### src/rtl/seq_mult_add_pkg.sv
// Shared types and width helpers for the seq_mult_add block.
// Holds the FSM state encoding and default operand widths.
package seq_mult_add_pkg;

    typedef enum logic [1:0] {
        IDLE,
        BUSY,
        DONE
    } state_e;

    localparam int QUOT_W_DEF = 8;
    localparam int DIV_W_DEF  = 16;

    function automatic int res_w(input int qw, input int dw);
        return qw + dw;
    endfunction

endpackage

### src/rtl/seq_mult_add_if.sv
// Operand/result handshake bundle for seq_mult_add.
// master = producer/consumer side, slave = the multiply-add block.
interface seq_mult_add_if
    import seq_mult_add_pkg::*;
#(
    parameter int QUOT_W = QUOT_W_DEF,
    parameter int DIV_W  = DIV_W_DEF
);
    localparam int RES_W = res_w(QUOT_W, DIV_W);

    logic              in_valid;
    logic              in_ready;
    logic [QUOT_W-1:0] q;
    logic [DIV_W-1:0]  dvisor;
    logic [DIV_W-1:0]  r;
    logic              out_valid;
    logic              out_ready;
    logic [RES_W-1:0]  res;
    logic              rem_ge_div;

    modport master (
        output in_valid, q, dvisor, r, out_ready,
        input  in_ready, out_valid, res, rem_ge_div
    );

    modport slave (
        input  in_valid, q, dvisor, r, out_ready,
        output in_ready, out_valid, res, rem_ge_div
    );

endinterface

### src/rtl/seq_mult_add_dp.sv
// Shift-add datapath: accumulator, multiplier shifter, step counter.
// SEQ_MULT_EARLY_EXIT_EN: last step when remaining multiplier bits are 0.
module seq_mult_add_dp #(
    parameter int QUOT_W = 8,
    parameter int DIV_W  = 16,
    parameter int RES_W  = QUOT_W + DIV_W
) (
    input  logic              clk,
    input  logic              rst,
    input  logic              load,
    input  logic              step,
    input  logic [QUOT_W-1:0] q,
    input  logic [DIV_W-1:0]  dvisor,
    input  logic [DIV_W-1:0]  r,
    output logic [RES_W-1:0]  acc,
    output logic              last
);

    logic [RES_W-1:0]  acc_q, acc_d;
    logic [RES_W-1:0]  mcand_q, mcand_d;
    logic [QUOT_W-1:0] mplier_q, mplier_d;

`ifdef SEQ_MULT_EARLY_EXIT_EN
    // Done once the bits still to be consumed are all zero.
    assign last = ((mplier_q >> 1) == '0);
`else
    localparam int CNT_W = (QUOT_W > 1) ? $clog2(QUOT_W) : 1;

    logic [CNT_W-1:0] cnt_q, cnt_d;

    assign last = (cnt_q == CNT_W'(QUOT_W - 1));

    // Step counter: cleared on load, advanced each busy cycle.
    always_comb begin
        cnt_d = cnt_q;
        if (load) begin
            cnt_d = '0;
        end else if (step) begin
            cnt_d = cnt_q + CNT_W'(1);
        end
    end

    // Counter register.
    always_ff @(posedge clk or posedge rst) begin
        if (rst) begin
            cnt_q <= '0;
        end else begin
            cnt_q <= cnt_d;
        end
    end
`endif

    assign acc = acc_q;

    // Load operands, or add the shifted multiplicand per set multiplier bit.
    // mcand_q holds dvisor << cnt, so no barrel shifter is needed.
    always_comb begin
        acc_d    = acc_q;
        mcand_d  = mcand_q;
        mplier_d = mplier_q;
        if (load) begin
            acc_d    = {{QUOT_W{1'b0}}, r};
            mcand_d  = {{QUOT_W{1'b0}}, dvisor};
            mplier_d = q;
        end else if (step) begin
            if (mplier_q[0]) begin
                acc_d = acc_q + mcand_q;
            end
            mcand_d  = mcand_q << 1;
            mplier_d = mplier_q >> 1;
        end
    end

    // Datapath registers.
    always_ff @(posedge clk or posedge rst) begin
        if (rst) begin
            acc_q    <= '0;
            mcand_q  <= '0;
            mplier_q <= '0;
        end else begin
            acc_q    <= acc_d;
            mcand_q  <= mcand_d;
            mplier_q <= mplier_d;
        end
    end

endmodule

### src/rtl/seq_mult_add.sv
// Sequential radix-2 multiply-add: res = q*dvisor + r, one op in flight.
// Optional macro SEQ_MULT_EARLY_EXIT_EN shortens BUSY for small q.
module seq_mult_add
    import seq_mult_add_pkg::*;
#(
    parameter int QUOT_W = QUOT_W_DEF,
    parameter int DIV_W  = DIV_W_DEF
) (
    input logic           clk,
    input logic           rst,
    seq_mult_add_if.slave bus
);

    localparam int RES_W = res_w(QUOT_W, DIV_W);

    state_e           state_q, state_d;
    logic             rem_ge_div_q, rem_ge_div_d;
    logic             load;
    logic             step;
    logic             last;
    logic [RES_W-1:0] acc;

    assign load = (state_q == IDLE) && bus.in_valid;
    assign step = (state_q == BUSY);

    assign bus.in_ready   = (state_q == IDLE);
    assign bus.out_valid  = (state_q == DONE);
    assign bus.res        = acc;
    assign bus.rem_ge_div = rem_ge_div_q;

    seq_mult_add_dp #(
        .QUOT_W (QUOT_W),
        .DIV_W  (DIV_W),
        .RES_W  (RES_W)
    ) u_dp (
        .clk    (clk),
        .rst    (rst),
        .load   (load),
        .step   (step),
        .q      (bus.q),
        .dvisor (bus.dvisor),
        .r      (bus.r),
        .acc    (acc),
        .last   (last)
    );

    // Next-state: accept in IDLE, iterate in BUSY, hold result in DONE.
    always_comb begin
        state_d = state_q;
        unique case (state_q)
            IDLE:    if (load) state_d = BUSY;
            BUSY:    if (last) state_d = DONE;
            DONE:    if (bus.out_ready) state_d = IDLE;
            default: state_d = IDLE;
        endcase
    end

    // Flag an out-of-range remainder at accept time.
    always_comb begin
        rem_ge_div_d = rem_ge_div_q;
        if (load) begin
            rem_ge_div_d = (bus.r >= bus.dvisor);
        end
    end

    // State and flag registers.
    always_ff @(posedge clk or posedge rst) begin
        if (rst) begin
            state_q      <= IDLE;
            rem_ge_div_q <= 1'b0;
        end else begin
            state_q      <= state_d;
            rem_ge_div_q <= rem_ge_div_d;
        end
    end

endmodule

### src/flat_wrapper.sv
// flat-port wrapper written by rule: the top's interface ports become plain ports
module seq_mult_add_flat import seq_mult_add_pkg::*;
#(
    parameter int QUOT_W = QUOT_W_DEF,
    parameter int DIV_W  = DIV_W_DEF
)
  (clk, rst, bus_in_valid, bus_q, bus_dvisor, bus_r, bus_out_ready, bus_in_ready, bus_out_valid, bus_res, bus_rem_ge_div);
  seq_mult_add_if #(.QUOT_W(QUOT_W), .DIV_W(DIV_W)) bus_i ();
  input logic clk;
  input logic rst;
  input wire logic [$bits(bus_i.in_valid)-1:0] bus_in_valid;
  input wire logic [$bits(bus_i.q)-1:0] bus_q;
  input wire logic [$bits(bus_i.dvisor)-1:0] bus_dvisor;
  input wire logic [$bits(bus_i.r)-1:0] bus_r;
  input wire logic [$bits(bus_i.out_ready)-1:0] bus_out_ready;
  output wire logic [$bits(bus_i.in_ready)-1:0] bus_in_ready;
  output wire logic [$bits(bus_i.out_valid)-1:0] bus_out_valid;
  output wire logic [$bits(bus_i.res)-1:0] bus_res;
  output wire logic [$bits(bus_i.rem_ge_div)-1:0] bus_rem_ge_div;
  assign bus_i.in_valid = bus_in_valid;
  assign bus_i.q = bus_q;
  assign bus_i.dvisor = bus_dvisor;
  assign bus_i.r = bus_r;
  assign bus_i.out_ready = bus_out_ready;
  assign bus_in_ready = bus_i.in_ready;
  assign bus_out_valid = bus_i.out_valid;
  assign bus_res = bus_i.res;
  assign bus_rem_ge_div = bus_i.rem_ge_div;
  seq_mult_add #(.QUOT_W(QUOT_W), .DIV_W(DIV_W)) u_core (.clk(clk), .rst(rst), .bus(bus_i));
endmodule
### config.mk
export PLATFORM = sky130hd
export DESIGN_NAME = seq_mult_add_flat
export DESIGN_NICKNAME = d
export VERILOG_FILES = /design/src/rtl/seq_mult_add_pkg.sv /design/src/rtl/seq_mult_add_if.sv /design/src/rtl/seq_mult_add_dp.sv /design/src/rtl/seq_mult_add.sv /design/src/flat_wrapper.sv
export SDC_FILE = /design/constraint.sdc
export NUM_CORES = 1
export LEC_CHECK = 0
export ABC_AREA = 1
export ABC_CLOCK_PERIOD_IN_PS = 2400
export CAP_MARGIN = 15
export CORE_MARGIN = 3
export CORE_UTILIZATION = 51
export CTS_BUF_LIST = sky130_fd_sc_hd__clkbuf_8
export CTS_CLUSTER_SIZE = 24
export DETAILED_ROUTE_END_ITERATION = 16
export GPL_TIMING_DRIVEN = 0
export PLACE_DENSITY_LB_ADDON = 0.12
export SYNTH_ARGS = -nofsm -noshare
export SYNTH_HDL_FRONTEND = slang
export SYNTH_HIERARCHICAL = 1
export SYNTH_SLANG_ARGS = --single-unit
### constraint.sdc
create_clock -name clk -period 2.4 [get_ports clk]
set_input_delay 0.36 -clock clk [delete_from_list [all_inputs] [get_ports clk]]
set_output_delay 0.36 -clock clk [all_outputs]
set_load 0.005 [all_outputs]
==> flow_summary_export.csv, run 1 <==
group,metric,value,unit
outcome,status,"completed",
timing,timing.final.crit_share,0.918,
die,die_y,103,um
clock_network,post_cts_buffers,0,
timing,fin_skew,10.9,ps
yosys,synth_fp_nets,788,
global_routing,grt_pass1_vias,4528,
place,gp_congestion,0.928,
critical_path,critPathMaxFanout,4,
global_routing,grt_max_degree,44,
critical_path,critPathMaxStageDelay,420,ps
flow_run,max-cap-violations,0,
clock_network,clockBufferDepth,2,
timing,min_period,2200,ps
power,sw_frac_of_total,0.480,
die,std_cell_rows,34,
timing,tns,0,ps
die,die_area,10500,um^2
layout,final_common_cell,"nand2_1",
critical_path,path_delay_family,"simple AND/OR/NAND/NOR gates",
yosys,syn_area_per_cell,6.77,um^2
power,power_frac_seq,0.263,
die,start_util,0.534,
layout,nNetsFinal,870,
critical_path,crit_buf_inv,2,
place,port_buffers,70,
critical_path,crit_chain,"ha_2 > inv_1 > fa_1 > inv_1 > nand3_1 > nand3_1 > nand2_1 > nand3_1 > nand2_1 > nand2_1 > nand2_1 > nand3_1 > nand2_1",
clock_network,cts_tree,"built",
route,drt-pass1-iter-count,5,
route,antenna_left,0,
critical_path,regToRegEndpoint,"u_core/u_dp/acc[16]$_DFFE_PP0P_",
yosys,syn_area,4750,um^2
route,drt_iter0_drc,178,
layout,antenna_cells,0,
critical_path,reg2reg_from,"u_core/u_dp/acc[0]$_DFFE_PP0P_",
clock_network,htreeDepth,3,
clock_network,root_buffer,"clkbuf_8",
timing,maxSlewHeadroom,0.691,
clock_network,cts_sinks,62,
timing,hold_viol,0,
timing,rsz0062_at_grt,"false",
die,io_pins,71,
global_routing,grt_overflow_total,0,
clock_network,clk_latency,330,ps
power,irDropWorstVdd,0.673,mV
layout,postLayoutCoreUtil,0.652,
timing,setup_violations,0,
layout,syn_to_final_growth,22.0,%
route,wl_per_cell,14.6,um
timing,hold_ws,236,ps
layout,drive_gt1_frac,0.0533,
min_path,hold_class,"input pin to asynchronous set/reset pin",
yosys,synth_cells,702,
critical_path,critical_path_class,"flop to flop",
critical_path,worst_r2r_path_depth,13,
timing,clock.fmax,454,MHz
clock_network,cts_buffers,9,
global_routing,antenna_found_initial,0,
yosys,yosys-top-cells-area,"dfrtp_1, nand2_1, ha_1, inv_1, nand3_1",
layout,num-fill-cells,845,
timing,worst_pin_slew,464,ps
power,p_per_area,1230,nW/um^2
power,pwr-share-clk,0.124,
power,p_comb_frac,0.613,
global_routing,grt_pass1_wl,21600,um
route,wirelength,13100,um
route,via_count,4641,
critical_path,critPathCaptureType,"flop",
die,core_area,8890,um^2
yosys,synth_top_area_cell,"dfrtp_1",
yosys,synth-seq-cells,62,
route,remaining_drc_errors,0,
route,viasPerCell,5.18,
critical_path,crit_path_start_kind,"flop",
power,internal_power,3.71,mW
yosys,yosys_warnings,6,
critical_path,critPathMostFrequentCell,"nand2_1",
yosys,yosysTopAreaCellShare,0.327,
power,p_leak,3.11,nW
critical_path,required,2620,ps
global_routing,grt_usage,0.266,
power,p_switching,3.42,mW
layout,final_cell_mix,"nand2_1, inv_1, clkdlybuf4s50_1",
yosys,yosysSeqAreaShare,0.327,
yosys,synth.distinct_cells,35,
place,dpl.hpwl,10900,um
die,fp.dieW,103,um
clock_network,cts.reportedPaths.clkPinSlew,70,ps
critical_path,crit_slowest_cell,"fa_1",
critical_path,arrival,2420,ps
timing,slew_violations,0,
critical_path,r2r_setup_slack,200,ps
==> state kept, by name, indices dropped and copies added (netlist names) <==
signal                 count
u_core/state_q             2
u_core/bus.rem_ge_div      1
u_core/u_dp/acc           24
u_core/u_dp/mcand_q       24
u_core/u_dp/cnt_q          3
u_core/u_dp/mplier_q       8
==> synth_stat cells <==
library cell / n
nand2_1: 257
inv_1: 131
dfrtp_1: 62
nor2_1: 42
ha_1: 41
nand3_1: 40
o221ai_1: 22
a21oi_1: 21
o21ai_0: 17
nand4_1: 7
a22o_1: 6
buf_2: 6
inv_2: 6
nand3b_1: 5
o211ai_1: 5
xnor2_1: 4
nor2_2: 3
nor3_1: 3
o21bai_1: 3
buf_4: 2
buf_6: 2
clkbuf_1: 2
nor2_4: 2
o31ai_1: 2
a31oi_1: 1
and2_1: 1
buf_1: 1
clkinv_1: 1
fa_1: 1
nand2_2: 1
o21a_1: 1
o21ai_1: 1
o21ai_4: 1
or2_2: 1
xor2_1: 1
==> metrics by stage <==
stage	std cells	setup WS, ps	power [mW]	cell area (um^2)
floorplan	702	584	4.75	4750
finish	896	196	7.13	5800
global route	896	35.3	7.83	5800
CTS	896	179	7.13	5790
detailed placement	881	208	6.21	5610
global placement	880	-509	6.10	5590
==> worst max path at each step <==
stage / cells past startpoint / endpoint / slack [ps] / from
after floorplan: 1 / u_core/u_dp/acc[0]$_DFFE_PP0P_ / 580 / rst
after global placement: 2 / u_core/u_dp/acc[7]$_DFFE_PP0P_ / -510 / rst
after detailed placement: 13 / u_core/u_dp/acc[16]$_DFFE_PP0P_ / 210 / u_core/u_dp/acc[0]$_DFFE_PP0P_
after CTS: 13 / u_core/u_dp/acc[16]$_DFFE_PP0P_ / 180 / u_core/u_dp/acc[0]$_DFFE_PP0P_
after global routing: 13 / u_core/u_dp/acc[12]$_DFFE_PP0P_ / 40 / u_core/u_dp/acc[0]$_DFFE_PP0P_
final: 13 / u_core/u_dp/acc[16]$_DFFE_PP0P_ / 200 / u_core/u_dp/acc[0]$_DFFE_PP0P_
==> cell type report <==
cell class                      instances  area (um^2)  area share
Multi-Input combinational cell        489         2600       0.449
Clock inverter                          6         63.8      0.0110
Timing Repair Buffer                   71          721       0.124
Inverter                              138          518      0.0894
Clock buffer                            9          124      0.0214
Sequential cell                        62         1550       0.268
Buffer                                 13         78.8      0.0136
Tap cell                              108          135      0.0233
==> logic make-up after synthesis <==
| family | count (synthesis) | share of synthesized area |
|---|---|---|
| simple gates | 362 | 0.311 |
| buf+inv | 151 | 0.126 |
| compound gates | 80 | 0.115 |
| flops | 62 | 0.327 |
| fa+ha+maj | 42 | 0.112 |
| xor+xnor | 5 | 0.00922 |
==> power groups by stage <==
stage / clock network, mW / logic, mW / registers [mW]
global placement: 0 / 4.24 / 1.86
detailed placement: 0 / 4.32 / 1.89
CTS: 0.910 / 4.35 / 1.87
global route: 0.963 / 4.95 / 1.92
finish: 0.886 / 4.37 / 1.88
floorplan: 0 / 2.98 / 1.77
==> per-layer routing <==
layer,track usage,share of wire
met1,0.378,0.48
met2,0.431,0.46
met3,0.0392,0.050
met4,0.0585,0.0078
met5,0,0
==> repair_timing <==
item | CTS | global route
endpoints found under the setup margin | 0 | 1
resized for setup | 0 | 1
hold buffers | 0 | 0
Note: power is estimated with default switching activity, not from simulation.
==> run 2: changes to the inputs <==
--- a/config.mk
+++ b/config.mk
@@ -15,6 +15,7 @@
 export DETAILED_ROUTE_END_ITERATION = 16
 export GPL_TIMING_DRIVEN = 0
 export PLACE_DENSITY_LB_ADDON = 0.12
+export SLEW_MARGIN = 30
 export SYNTH_ARGS = -nofsm -noshare
 export SYNTH_HDL_FRONTEND = slang
 export SYNTH_HIERARCHICAL = 1
==> run 2 against run 1 <==
Against the previous run: sequential power about the same; final area is 0.19% lower; wire length decreased by 0.98%; maximum frequency decreased by 0.31%; critical endpoint unchanged; largest cell class unchanged; highest routed layer unchanged.
==> flow_summary_export.csv, run 2 (synthesis gave the netlist of run 1 again) <==
group,metric,value,unit
timing,slew_violations,0,
die,fp.dieW,103,um
route,drt_iter0_drc,218,
critical_path,worst_r2r_path_depth,13,
route,via_count,4661,
clock_network,htreeDepth,3,
critical_path,critical_path_class,"flop to flop",
die,core_area,8890,um^2
clock_network,root_buffer,"clkbuf_8",
global_routing,grt_usage,0.262,
route,drt-pass1-iter-count,5,
power,irDropWorstVdd,0.653,mV
route,antenna_left,0,
die,die_area,10500,um^2
die,io_pins,71,
critical_path,required,2620,ps
critical_path,critPathMaxFanout,4,
power,p_leak,3.11,nW
route,viasPerCell,5.20,
timing,setup_violations,0,
place,dpl.hpwl,10800,um
global_routing,grt_pass1_vias,4432,
die,die_y,103,um
timing,min_period,2210,ps
route,wl_per_cell,14.4,um
layout,antenna_cells,0,
timing,rsz0062_at_grt,"false",
clock_network,cts_sinks,62,
critical_path,crit_end,"u_core/u_dp/acc[16]$_DFFE_PP0P_",
timing,timing.final.crit_share,0.921,
flow_run,max-cap-violations,0,
critical_path,r2r_setup_slack,190,ps
timing,fin_skew,13.7,ps
critical_path,crit_path_start_kind,"flop",
min_path,hold_class,"input pin to asynchronous set/reset pin",
critical_path,arrival,2430,ps
clock_network,clk_latency,340,ps
critical_path,critPathCaptureType,"flop",
layout,nNetsFinal,870,
layout,syn_to_final_growth,21.8,%
timing,worst_pin_slew,476,ps
layout,drive_gt1_frac,0.0532,
power,p_per_area,1210,nW/um^2
die,start_util,0.534,
timing,clock.fmax,452,MHz
timing,tns,0,ps
clock_network,cts_buffers,9,
place,pre_cts_slack,192,ps
global_routing,antenna_found_initial,0,
layout,final_cell_mix,"nand2_1, inv_1, clkdlybuf4s50_1",
critical_path,crit_chain,"ha_2 > inv_1 > fa_1 > inv_1 > nand3_1 > nand3_1 > nand2_1 > nand3_1 > nand2_1 > nand2_1 > nand2_1 > nand3_1 > nand2_1",
critical_path,crit_slowest_cell,"fa_1",
critical_path,critPathMaxStageDelay,410,ps
outcome,status,"completed",
place,port_buffers,70,
global_routing,grt_pass1_wl,21200,um
global_routing,grt_max_degree,46,
timing,hold_viol,0,
critical_path,reg2reg_from,"u_core/u_dp/acc[0]$_DFFE_PP0P_",
clock_network,clockBufferDepth,2,
timing,setup_slack,189,ps
die,std_cell_rows,34,
global_routing,grt_overflow_total,0,
route,remaining_drc_errors,0,
clock_network,cts.reportedPaths.clkPinSlew,80,ps
timing,hold_ws,271,ps
timing,maxSlewHeadroom,0.683,
route,wirelength,12900,um
critical_path,critPathMostFrequentCell,"nand2_1",
critical_path,crit_start,"u_core/u_dp/acc[0]$_DFFE_PP0P_",
layout,final_common_cell,"nand2_1",
critical_path,regToRegEndpoint,"u_core/u_dp/acc[16]$_DFFE_PP0P_",
place,gp_congestion,0.928,
clock_network,cts_tree,"built",
[run 2: worst max-delay path, delay by kind of cell, from the launching register on]
kind | cells | cell delay (ps)
buffers and inverters | 2 | 210
and+or+nand+nor | 9 | 830
adders and majority gates | 2 | 660
DFF | 1 | 390
[run 2: cell type report]
type / count / area [um^2]
buffer: 13 / 78.8
clock buffer: 9 / 124
clock inverter: 7 / 42.5
fill: 854 / 3110
inverter: 138 / 520
multi-input combinational: 489 / 2600
sequential: 62 / 1550
tap: 108 / 135
timing repair buffer: 71 / 728
[run 2: per-layer routing]
metal | routed length (um) | global-route usage | up-vias
li1 | - | - | 2386
met1 | 6180 | 0.377 | 2131
met2 | 5870 | 0.413 | 132
met3 | 768 | 0.0433 | 12
met4 | 101 | 0.0666 | 0
met5 | 0 | 0 | -
[run 2: repair_timing]
| action | in CTS | in global routing |
|---|---|---|
| gates resized for setup | 0 | 1 |
| setup buffers | 0 | 0 |
| endpoints found under the hold margin | 0 | 0 |
| hold buffers | 0 | 0 |
| setup endpoints to repair | 0 | 2 |
[run 2: through the flow]
step	total power, mW	instances	instance area [um^2]	utilization
after detailed placement	6.21	881	5620	0.632
final	7.01	897	5780	0.651
after global placement	6.10	880	5590	0.628
after CTS	7.03	897	5780	0.650
after floorplan	4.75	702	4750	-
after global routing	7.71	897	5780	0.651
[run 2: worst min path at each step]
| stage | end | depth (start not counted) | startpoint | slack, ps |
|---|---|---|---|---|
| after global placement | u_core/u_dp/cnt_q[0]$_DFFE_PP0P_ | 1 | u_core/u_dp/cnt_q[0]$_DFFE_PP0P_ | 460 |
| after floorplan | u_core/bus.rem_ge_div$_DFFE_PP0P_ | 1 | rst | 110 |
| after detailed placement | u_core/u_dp/cnt_q[0]$_DFFE_PP0P_ | 1 | u_core/u_dp/cnt_q[0]$_DFFE_PP0P_ | 460 |
| after CTS | u_core/state_q[1]$_DFFE_PP0P_ | 2 | rst | 260 |
| final | u_core/state_q[1]$_DFFE_PP0P_ | 2 | rst | 270 |
| after global routing | u_core/bus.rem_ge_div$_DFFE_PP0P_ | 2 | rst | 280 |
[run 2: power by group]
part | switching [mW] | internal (mW) | leakage, nW
logic | 2.62 | 1.74 | 2.23
clock network | 0.420 | 0.366 | 0.0862
registers | 0.364 | 1.50 | 0.794
